`config.mk`:
```
export PLATFORM = sky130hd
export DESIGN_NAME = filter_event_ctrl
export DESIGN_NICKNAME = d
export VERILOG_FILES = /design/src/rtl/filter_event_ctrl.sv
export SDC_FILE = /design/constraint.sdc
export NUM_CORES = 1
export LEC_CHECK = 0
export ABC_AREA = 1
export CORE_MARGIN = 2
export CORE_UTILIZATION = 55
export CTS_BUF_LIST = sky130_fd_sc_hd__clkbuf_8
export DETAILED_ROUTE_END_ITERATION = 10
export PLACE_DENSITY = 0.78
export RECOVER_POWER = 50
export REMOVE_ABC_BUFFERS = 1
export SETUP_SLACK_MARGIN = 0.2
export SYNTH_ARGS = -nofsm -noshare
export SYNTH_HDL_FRONTEND = slang
export SYNTH_SLANG_ARGS = --single-unit
```
`constraint.sdc`:
```
create_clock -name clk -period 8.3 [get_ports clk]
set_input_delay 1.66 -clock clk [delete_from_list [all_inputs] [get_ports clk]]
set_output_delay 1.66 -clock clk [all_outputs]
set_load 0.03 [all_outputs]
```
`src/rtl/filter_event_ctrl.sv`:
```
// ============================================================================
// Module  : filter_event_ctrl
// Purpose : Threshold event detector. Captures peak amplitude, timestamp and
//           pile-up flag of shaped samples, then queues them in a FWFT FIFO.
// Rev     : 1.0
// ============================================================================
`default_nettype none

module filter_event_ctrl #(
    parameter int SIZE_OUT  = 17,
    parameter int TS_W      = 16,
    parameter int FLUSH_CYC = 24,
    parameter int DEAD_CYC  = 8,
    parameter int MAX_W     = 255,
    parameter int DEPTH     = 4
) (
    input  logic                       clk,
    input  logic                       reset,
    input  logic                       enable,
    input  logic signed [SIZE_OUT-1:0] threshold,
    input  logic signed [SIZE_OUT-1:0] filt_data,
    output logic                       filt_rst_n,
    output logic                       ev_valid,
    input  logic                       ev_ready,
    output logic signed [SIZE_OUT-1:0] ev_amp,
    output logic [TS_W-1:0]            ev_time,
    output logic                       ev_pileup,
    output logic                       busy,
    output logic                       overflow,
    input  logic                       clear_ovf
);

    localparam int c_FC_W  = $clog2(FLUSH_CYC + 1);
    localparam int c_WC_W  = $clog2(MAX_W + 1);
    localparam int c_DC_W  = $clog2(DEAD_CYC + 1);
    localparam int c_PTR_W = (DEPTH > 1) ? $clog2(DEPTH) : 1;
    localparam int c_CNT_W = $clog2(DEPTH + 1);
    localparam int c_EW    = SIZE_OUT + TS_W + 1;

    typedef enum logic [1:0] {
        S_FLUSH = 2'd0,
        S_IDLE  = 2'd1,
        S_RISE  = 2'd2,
        S_DEAD  = 2'd3
    } state_t;

    state_t                     r_state;
    state_t                     w_state_nxt;
    logic [TS_W-1:0]            r_timer;
    logic [c_FC_W-1:0]          r_fcnt;
    logic [c_WC_W-1:0]          r_wcnt;
    logic [c_DC_W-1:0]          r_dcnt;
    logic signed [SIZE_OUT-1:0] r_peak;
    logic [TS_W-1:0]            r_ts;
    logic                       r_pileup;

    logic w_above;
    logic w_start;
    logic w_peak_upd;
    logic w_pile_set;
    logic w_push;

    assign w_above = filt_data > threshold;

    always_ff @(posedge clk) begin
        if (reset) begin
            r_state <= S_FLUSH;
        end else begin
            r_state <= w_state_nxt;
        end
    end

    always_comb begin
        w_state_nxt = r_state;
        w_start     = 1'b0;
        w_peak_upd  = 1'b0;
        w_pile_set  = 1'b0;
        w_push      = 1'b0;
        if (!enable) begin
            w_state_nxt = S_FLUSH;
        end else begin
            case (r_state)
                S_FLUSH: begin
                    if (r_fcnt == c_FC_W'(FLUSH_CYC - 1)) begin
                        w_state_nxt = S_IDLE;
                    end
                end
                S_IDLE: begin
                    if (w_above) begin
                        w_state_nxt = S_RISE;
                        w_start     = 1'b1;
                    end
                end
                S_RISE: begin
                    if (!w_above) begin
                        w_state_nxt = S_DEAD;
                    end else begin
                        w_peak_upd = filt_data > r_peak;
                        // Pulse too wide: treat as pile-up and stop tracking.
                        if (r_wcnt == c_WC_W'(MAX_W - 1)) begin
                            w_pile_set  = 1'b1;
                            w_state_nxt = S_DEAD;
                        end
                    end
                end
                default: begin
                    w_pile_set = w_above;
                    if (r_dcnt == c_DC_W'(DEAD_CYC - 1)) begin
                        w_push      = 1'b1;
                        w_state_nxt = S_IDLE;
                    end
                end
            endcase
        end
    end

    always_ff @(posedge clk) begin
        if (reset) begin
            r_timer  <= '0;
            r_fcnt   <= '0;
            r_wcnt   <= '0;
            r_dcnt   <= '0;
            r_peak   <= '0;
            r_ts     <= '0;
            r_pileup <= 1'b0;
        end else begin
            r_timer <= r_timer + TS_W'(1);
            // Each counter runs only while its state is active, else holds zero.
            r_fcnt  <= (enable && r_state == S_FLUSH) ? r_fcnt + c_FC_W'(1) : '0;
            r_wcnt  <= (enable && r_state == S_RISE)  ? r_wcnt + c_WC_W'(1) : '0;
            r_dcnt  <= (enable && r_state == S_DEAD)  ? r_dcnt + c_DC_W'(1) : '0;
            if (w_start || w_peak_upd) begin
                r_peak <= filt_data;
            end
            if (w_start) begin
                r_ts <= r_timer;
            end
            if (w_start) begin
                r_pileup <= 1'b0;
            end else if (w_pile_set) begin
                r_pileup <= 1'b1;
            end
        end
    end

    logic [c_EW-1:0]    r_mem [DEPTH];
    logic [c_PTR_W-1:0] r_wptr;
    logic [c_PTR_W-1:0] r_rptr;
    logic [c_CNT_W-1:0] r_count;
    logic [c_EW-1:0]    w_head;
    logic               w_pop;
    logic               w_full;
    logic               w_wr;
    logic               w_drop;

    assign w_pop  = ev_valid && ev_ready;
    assign w_full = r_count == c_CNT_W'(DEPTH);
    assign w_wr   = w_push && (!w_full || w_pop);
    assign w_drop = w_push && w_full && !w_pop;

    // The final dead-time sample may itself raise pile-up, so fold it in here.
    always_ff @(posedge clk) begin
        if (w_wr) begin
            r_mem[r_wptr] <= {r_peak, r_ts, r_pileup | w_above};
        end
    end

    always_ff @(posedge clk) begin
        if (reset) begin
            r_wptr   <= '0;
            r_rptr   <= '0;
            r_count  <= '0;
            overflow <= 1'b0;
        end else begin
            if (w_wr) begin
                r_wptr <= (r_wptr == c_PTR_W'(DEPTH - 1)) ? '0 : r_wptr + c_PTR_W'(1);
            end
            if (w_pop) begin
                r_rptr <= (r_rptr == c_PTR_W'(DEPTH - 1)) ? '0 : r_rptr + c_PTR_W'(1);
            end
            case ({w_wr, w_pop})
                2'b10:   r_count <= r_count + c_CNT_W'(1);
                2'b01:   r_count <= r_count - c_CNT_W'(1);
                default: r_count <= r_count;
            endcase
            if (w_drop) begin
                overflow <= 1'b1;
            end else if (clear_ovf) begin
                overflow <= 1'b0;
            end
        end
    end

    assign w_head     = r_mem[r_rptr];
    assign ev_valid   = r_count != '0;
    assign ev_amp     = w_head[c_EW-1 -: SIZE_OUT];
    assign ev_time    = w_head[TS_W:1];
    assign ev_pileup  = w_head[0];
    assign filt_rst_n = r_state != S_FLUSH;
    assign busy       = r_state != S_IDLE;

endmodule

`default_nettype wire

```
-- Yosys cells after proc, flatten, opt, wreduce, memory -nomap -nowiden
Memories as Yosys holds them, arrays and structs flattened. A register that Yosys moved wholly into a read port is not among the register bits.
Cells that the tools add are included.
- output and inout bits: 38
- word-level logic and storage cells: 96
- bits in registers: 77
- memory bits (writable): 136
- memories kept: 1
- memories (name ; words ; width ; rd ports ; clocked after Yosys merged registers in ; wr ports ; RTL line ; source):
    r_mem ; 4 ; 34 ; 1 ; 1 ; 1 ; 146 ; logic [c_EW-1:0] r_mem [DEPTH];
- bitwise gates (word level): 5
- $add $sub $neg: 8
- order comparisons: 2
- mux-type cells: 28
- eq/ne operators: 15
- reductions and logical operators: 25
- operators by type and width (operator ; number):
    $gt 17x17->1 ; 2
    $mux 2 ; 9
    $add 16x1->16 const B ; 1
    $mux 1 ; 16
    $reduce_or 2->1 ; 6
    $eq 2x2->1 const B ; 5
    $add 8x1->8 const B ; 1
    $eq 8x8->1 const B ; 1
    $logic_and 1x1->1 ; 7
    $pmux 2 s3 ; 1
    $pmux 3 s2 ; 1
    $reduce_bool 2->1 ; 3
    $add 5x1->5 const B ; 1
    $eq 5x5->1 const B ; 1
    $add 2x1->2 const B ; 2
    $add 4x1->4 const B ; 1
    $eq 2x1->1 const B ; 2
    $eq 4x3->1 const B ; 1
    $ne 2x2->1 const B ; 2
    $not 1->1 ; 4
    $reduce_and 4->1 ; 1
    $reduce_bool 4->1 ; 1
    $add 3x1->3 const B ; 1
    $eq 3x3->1 const B ; 1
    other kinds (10) ; 12

-- Logic depth before layout (Yosys ltp)
Gate-level depths: netlist of the first run.
- depth in word-level cells: 7
- gate-level depth with buffers: 18
- depth with buffers taken out: 17

-- Worst setup path after synthesis of the first run
No wires, ideal clock.
- path kind: input to register
- start point: input enable
- end point: memory r_mem[0][0] (netlist bit), enable pin
- required time: 7.875 ns
- path slack: 4.351 ns
- library setup time: 0.425 ns
- arrival: 3.524 ns
- stages on the path: 6
- path through: nand2_1 inv_1 nand2_1 nor2_1 inv_1 nor2_1
- longest elaborated chain between the ends: 4
- ends and longest elaborated chain (what ; RTL line ; source):
    from (decl) ; 19 ; input logic enable,
    $mux 1 ; 79 ; if (!enable) begin
    $logic_and 1x1->1 ; 158 ; assign w_wr = w_push && (!w_full || w_pop);
    $mux 1 ; 163 ; if (w_wr) begin
    $mux 1 (implied by the code) ; 164 ; r_mem[r_wptr] <= {r_peak, r_ts, r_pileup | w_above};
    to (decl) ; 146 ;
No other way between the ends.

==> results.md, run 1 <==
- Post-CTS Resized: 0
- IO buf count: 76
- CP max FO: 69
- Normalized max-slew margin: -49.4%
- Initial Util: 56.5%
- Slowest CP cell: clkinv_1
- Hpwl dp: 11.6 mm
- Cell Pwr Density: 186 nW/µm²
- Drt pass-1 iters: 5
- Multi-input logic area: 3180 µm²
- Hold WC Path Type: reg -> reg
- Startpoint Class: register
- Worst hold path depth: 1
- FILL cells: 1324
- Synthesized cell area: 9430 µm²
- Fin. Hold Viols: 0
- Max IR drop VDD: 0.108 mV
- Leakage power: 4.26 nW
- Critical path required time: 6.64 ns
- FF+latch count, synth: 215
- Fmax: 185 MHz
- Diodes inserted: 0
- Core area: 16700 µm²
- Gpl congestion: 0.802
- Min Hold Slack: 0.450 ns
- Overall routing resource usage: 21.0%
- FF-to-FF setup slack: 4.96 ns
- CTS tree: yes
- Row cnt: 47
- WL final: 18.6 mm
- Congestion Overflow GR: 0
- Place WS: 3.44 ns
- Max incr delay on CP: 0.86 ns
- Drt first-iter violations: 445
- Ports: 77
- Maximum buffer depth of the clock tree: 3
- Clock transition at the registers of the reported paths: 0.06 ns
- Slew @ Worst Pin: 2.24 ns
- Critical path class: reg -> out
- Register area: 5670 µm²
- Die Y: 135 µm
- Final core occ: 65.9%
- Arrival @ worst endpoint: 3.73 ns
- Share of layout cells above drive strength 1: 7.98%
- Final Setup Violations: 0
- First-pass GRT wire length: 30.1 mm
- Clk_lat worst skew: 0.54 ns
- Post-CTS Setup Repair Bufs: 0
- CTS root buf: clkbuf_8
- Total Nets Final: 1113
- Cells after Synth: 940
- Setup Skew: 0.0149 ns
- Hold_buf cts: 0
- Synth Warn #: 0
- Crit path buffers/inverters: 4
- Tmin final: 5.39 ns
- Drc violations: 0
- Largest delay share family, worst path: buffers and inverters
- Final Cycle Share: 65.0%
- CTS H-tree depth: 2
- Antenna-violating nets left: 0
- Full die area: 18200 µm²
- Final slew viol count: 35
- Initial antenna violation count: 0
- Vias per Instance: 5.24
- Min-delay src: r_dcnt[0]
- Worst reg2reg path depth: 8
- Sequential area share after synthesis: 60.1%
- Total negative slack: 0 ns
- Sink Count: 215
- Crit. End Element: output port
- Syn Area/Cell: 10.0 µm²
- Outcome: finished, violations left
- Vias: 6670
- Vias in the first global route: 6193
- Die X: 135 µm
- Unrepaired setup endpoints after global routing: false
- Drt wl/cell: 14.6 µm
- Failing checks: max-capacitance violations, max-slew violations
- RR Endpoint: r_mem[2][23]
- PnR worst setup slack: 2.91 ns
- Most used cell along the critical path: buf_4
- Hold Crit Endpoint: r_dcnt[0]
- CTS buffer count: 36
- Layout area overhead: 16.7%
- Max cap viols: 1
- Critical R2R Launch: r_dcnt[0]
- Cell-by-cell listing of the critical path: buf_4, clkinv_1, buf_4, o21ai_0, o22ai_1, clkdlybuf4s50_1
- Distinct cells, synth: 36
- Largest net degree at the start of global routing: 70
==> flip-flops by register name, indices dropped and copies added (netlist names), named ones only <==
name	cells
r_ts	16
r_state	2
r_mem	136
r_fcnt	5
r_dcnt	4
r_timer	16
r_wcnt	8
r_pileup	1
r_wptr	2
r_peak	17
r_rptr	2
r_count	3
overflow	1
==> worst register-to-register path, stage by stage (launching register included) <==
cell	delay, ns
dfxtp_1	0.35
ha_1	0.17
nand2_1	0.07
nor2_1	0.14
nand2_1	0.10
nor2_1	0.14
inv_1	0.20
nor2_2	0.12
clkbuf_1	1.60
==> report_power, final <==
| group | internal, mW | switching [mW] | leakage, nW | total [mW] |
|---|---|---|---|---|
| registers | 1.13 | 0.00130 | 1.90 | 1.13 |
| logic | 0.0343 | 0.0415 | 1.97 | 0.0758 |
| clock network | 0.431 | 0.415 | 0.391 | 0.846 |
| total | 1.59 | 0.458 | 4.26 | 2.05 |
==> cell usage after synthesis <==
cell type	count	area share, %
nand3_1	27	1.4
clkbuf_1	25	1.0
a21oi_2	13	1.2
a211oi_1	1	0.080
fa_1	1	0.21
nand2_2	2	0.13
or2_2	1	0.066
a31oi_1	2	0.13
nand2_1	102	4.1
xnor2_1	3	0.28
nand3_2	3	0.32
nand3b_1	1	0.080
clkbuf_2	1	0.053
o21a_1	2	0.16
nor2_2	2	0.13
nor2_1	148	5.9
xor2_1	1	0.093
a21oi_1	53	2.8
buf_6	7	0.84
nor4_1	3	0.20
inv_1	112	4.5
edfxtp_1	136	43
nor3b_1	2	0.16
o21ai_0	103	5.5
ha_1	49	6.5
nor3_2	1	0.11
buf_2	4	0.21
o22ai_1	34	2.3
a21o_1	2	0.16
nand2_4	1	0.12
o211a_1	1	0.11
dfxtp_1	79	17
nand4_2	1	0.13
nor2_4	1	0.12
nor3_1	8	0.42
nand4_1	8	0.53
==> final cells by class <==
cell class	count	share of cell area, %
clock buffer	38	4.75
inverter	112	3.82
tap	220	2.50
clock inverter	28	1.23
multi-input combinational	576	28.9
timing repair buffer	83	7.32
sequential	215	51.5
==> routing by layer <==
layer / vias to the layer above / share of wire, % / global-route usage, %
met2: 172 / 47 / 33.9
met4: 0 / 2.1 / 8.28
li1: 3376 / - / -
met3: 34 / 5.3 / 3.53
met1: 3088 / 46 / 28.6
met5: - / 0 / 0
==> worst max path at each step <==
stage                        start          to  slack [ns]  cells after the start
final                     register  ev_time[8]        2.91                      6
after global routing      register  ev_amp[12]        2.63                      6
after CTS                 register  ev_time[8]        2.85                      6
after detailed placement  register  ev_time[8]        3.44                      6
after global placement    register  ev_time[8]        3.60                      6
after floorplan           register   ev_amp[0]        3.85                      3
==> through the flow <==
| step | instances | area [µm²] | power (mW) |
|---|---|---|---|
| CTS | 1272 | 11000 | 2.07 |
| floorplan | 903 | 9230 | 1.19 |
| global route | 1272 | 11000 | 2.13 |
| detailed placement | 1206 | 10400 | 1.23 |
| global placement | 1206 | 10400 | 1.22 |
| finish | 1272 | 11000 | 2.05 |
==> kinds of logic (layout without fill, tap and decap cells) <==
family | Yosys count | count (layout) | synth area share (%)
AO/OA/AOI/OAI | 211 | 211 | 12.4
XOR/XNOR | 4 | 4 | 0.372
adder cells (fa/ha/maj) | 50 | 50 | 6.71
buffers and inverters | 149 | 261 | 6.55
flip-flops | 215 | 215 | 60.1
AND/OR/NAND/NOR | 311 | 311 | 13.9
==> placed cells by master (no fill, tap or decap), types with 2 or more instances in the layout <==
| master | synthesis | layout |
|---|---|---|
| a21o_1 | 2 | 2 |
| a21oi_1 | 53 | 53 |
| a21oi_2 | 13 | 13 |
| a31oi_1 | 2 | 2 |
| buf_4 | 0 | 5 |
| clkbuf_1 | 25 | 2 |
| clkbuf_8 | 0 | 38 |
| clkdlybuf4s50_1 | 0 | 73 |
| clkinv_1 | 0 | 5 |
| clkinv_2 | 0 | 7 |
| dfxtp_1 | 79 | 78 |
| dlygate4sd3_1 | 0 | 3 |
| edfxtp_1 | 136 | 136 |
| ha_1 | 49 | 49 |
| inv_1 | 112 | 124 |
| nand2_1 | 102 | 102 |
| nand2_2 | 2 | 2 |
| nand3_1 | 27 | 27 |
| nand3_2 | 3 | 3 |
| nand4_1 | 8 | 8 |
| nor2_1 | 148 | 144 |
| nor2_2 | 2 | 4 |
| nor2_4 | 1 | 3 |
| nor3_1 | 8 | 8 |
| nor3b_1 | 2 | 2 |
| nor4_1 | 3 | 3 |
| o21a_1 | 2 | 2 |
| o21ai_0 | 103 | 103 |
| o22ai_1 | 34 | 34 |
| xnor2_1 | 3 | 3 |
(Power assumes the default switching activity.)
==> run 2, diff against run 1 <==
--- a/config.mk
+++ b/config.mk
@@ -7,10 +7,10 @@
 export LEC_CHECK = 0
 export ABC_AREA = 1
 export CORE_MARGIN = 2
-export CORE_UTILIZATION = 55
+export CORE_UTILIZATION = 54
 export CTS_BUF_LIST = sky130_fd_sc_hd__clkbuf_8
 export DETAILED_ROUTE_END_ITERATION = 10
-export PLACE_DENSITY = 0.78
+export PLACE_DENSITY = 0.8
 export RECOVER_POWER = 50
 export REMOVE_ABC_BUFFERS = 1
 export SETUP_SLACK_MARGIN = 0.2
==> constraint.sdc (replaced) <==
create_clock -name clk -period 4.8 [get_ports clk]
set_input_delay 0.96 -clock clk [delete_from_list [all_inputs] [get_ports clk]]
set_output_delay 0.96 -clock clk [all_outputs]
set_load 0.03 [all_outputs]
==> run 2 against run 1 <==
  * The run still ends with max-capacitance violations, max-slew violations left
  * Clock skew increased by 0.018 ns
  * Count of clock-buffer cells in the layout increased by 2
  * Power increased by 79%
  * Critical path depth increased by 2
  * Cell area increased by 0.77%
  * Sequential power increased by 73%
  * Global-route usage increased by 0.75 points
  * Hold slack got worse by 0.0023 ns
  * Cell count increased by 0.63%
  * Core utilization decreased by 1.3 points
  * Die area increased by 1.8%
==> results.md, run 2 (synthesis gave the netlist of run 1 again) <==
- Outcome: finished, violations left
- Failing checks: max-capacitance violations, max-slew violations
- Worst hold path depth: 1
- Largest registers: r_mem (136), r_peak (17)
- Normalized max-slew margin: -54.4%
- Clock transition at the registers of the reported paths: 0.06 ns
- Diodes inserted: 0
- Post-CTS Setup Repair Bufs: 0
- Max cap viols: 3
- Arrival @ worst endpoint: 4.03 ns
- Initial Util: 54.9%
- IO buf count: 76
- Gpl congestion: 0.857
- Drt first-iter violations: 424
- Share of layout cells above drive strength 1: 8.34%
- Hpwl dp: 12.2 mm
- Setup Skew: 0.0333 ns
- Congestion Overflow GR: 0
- Full die area: 18500 µm²
- Slew @ Worst Pin: 2.32 ns
- Critical path required time: 4.89 ns
- Hold_buf cts: 0
- Core area: 17200 µm²
- Vias in the first global route: 6717
- Layout area overhead: 17.6%
- CTS buffer count: 35
- Tmin final: 3.94 ns
- CTS root buf: clkbuf_8
- Total Nets Final: 1118
- Ports: 77
- Most common cell after layout, fill and taps aside: nor2_1
- Clk_lat worst skew: 0.54 ns
- Initial antenna violation count: 0
- Drt wl/cell: 15.0 µm
- Largest net degree at the start of global routing: 69
- Final Setup Violations: 0
- Cell Pwr Density: 331 nW/µm²
- Leakage power: 4.29 nW
- Critical path class: in -> reg
- Max reg flops: 136
- Largest Register: r_mem
- Final core occ: 64.5%
- Vias per Instance: 5.30
- Drt pass-1 iters: 4
- Hold WC Path Type: reg -> reg
- CTS tree: yes
- Vias: 6786
- Fmax: 254 MHz
- Die X: 136 µm
- CTS H-tree depth: 2
- Overall routing resource usage: 21.8%
- Unrepaired setup endpoints after global routing: false
- Final slew viol count: 105
- Sink Count: 215
- Antenna-violating nets left: 0
- CP max FO: 34
- Row cnt: 48
- Fin. Hold Viols: 0
- Final Cycle Share: 82.0%
- Most frequent cells in the layout: 145 x nor2_1, 136 x edfxtp_1, 120 x inv_1
- Startpoint Class: input pin
- Post-CTS Resized: 0
- Total negative slack: 0 ns
- Die Y: 136 µm
- First-pass GRT wire length: 31.7 mm
- Maximum buffer depth of the clock tree: 3
- WL final: 19.1 mm
- Worst reg2reg path depth: 8
- Drc violations: 0
- Max IR drop VDD: 0.247 mV
- Crit. End Element: register
run 2: final timing paths:
path	from	to	slack (ns)
hold reg to reg	r_dcnt[0]	r_dcnt[0]	0.45
hold / removal	r_dcnt[0]	r_dcnt[0]	0.45
setup reg to reg	r_dcnt[0]	r_mem[3][4]	1.40
setup / recovery	enable	r_mem[3][4]	0.86
run 2: through the flow:
step | cells | worst slack (ns) | total power [mW] | cell area, µm² | hold WS, ns
2_1_floorplan | 903 | 1.05 | 2.06 | 9230 | 0.417
3_3_place_gp | 1217 | 1.39 | 2.12 | 10400 | 0.433
3_5_place_dp | 1217 | 1.32 | 2.12 | 10400 | 0.440
4_1_cts | 1280 | 0.985 | 3.71 | 11100 | 0.448
5_1_grt | 1280 | 0.587 | 3.80 | 11100 | 0.468
6_report | 1280 | 0.864 | 3.67 | 11100 | 0.448
run 2: critical path, cell delays in order:
cell,delay [ns]
dlygate4sd3_1,0.66
nand2_1,0.13
inv_1,0.12
nand2_1,0.08
nor2_1,0.14
inv_1,0.16
nor2_2,0.11
clkbuf_1,1.65
run 2: final cells by class:
class	count	area (µm²)
Timing Repair Buffer	89	840
Fill cell	1371	6090
Clock inverter	23	170
Clock buffer	40	551
Sequential cell	215	5670
Multi-Input combinational cell	576	3160
Inverter	112	420
Tap cell	225	282
run 2: routing by layer:
layer  wire, µm  vias up  track usage, %
met4        378        0            7.18
met2       9580      137            38.4
met3        897       34            4.85
met1       8290     3229            26.4
li1           -     3386               -
met5          0        -               0
run 2: where the power goes:
group | switching [mW] | internal (mW) | leakage [nW]
sequential | 0.00255 | 1.95 | 1.90
clock | 0.711 | 0.883 | 0.401
combinational | 0.0711 | 0.0594 | 1.99
total | 0.785 | 2.89 | 4.29
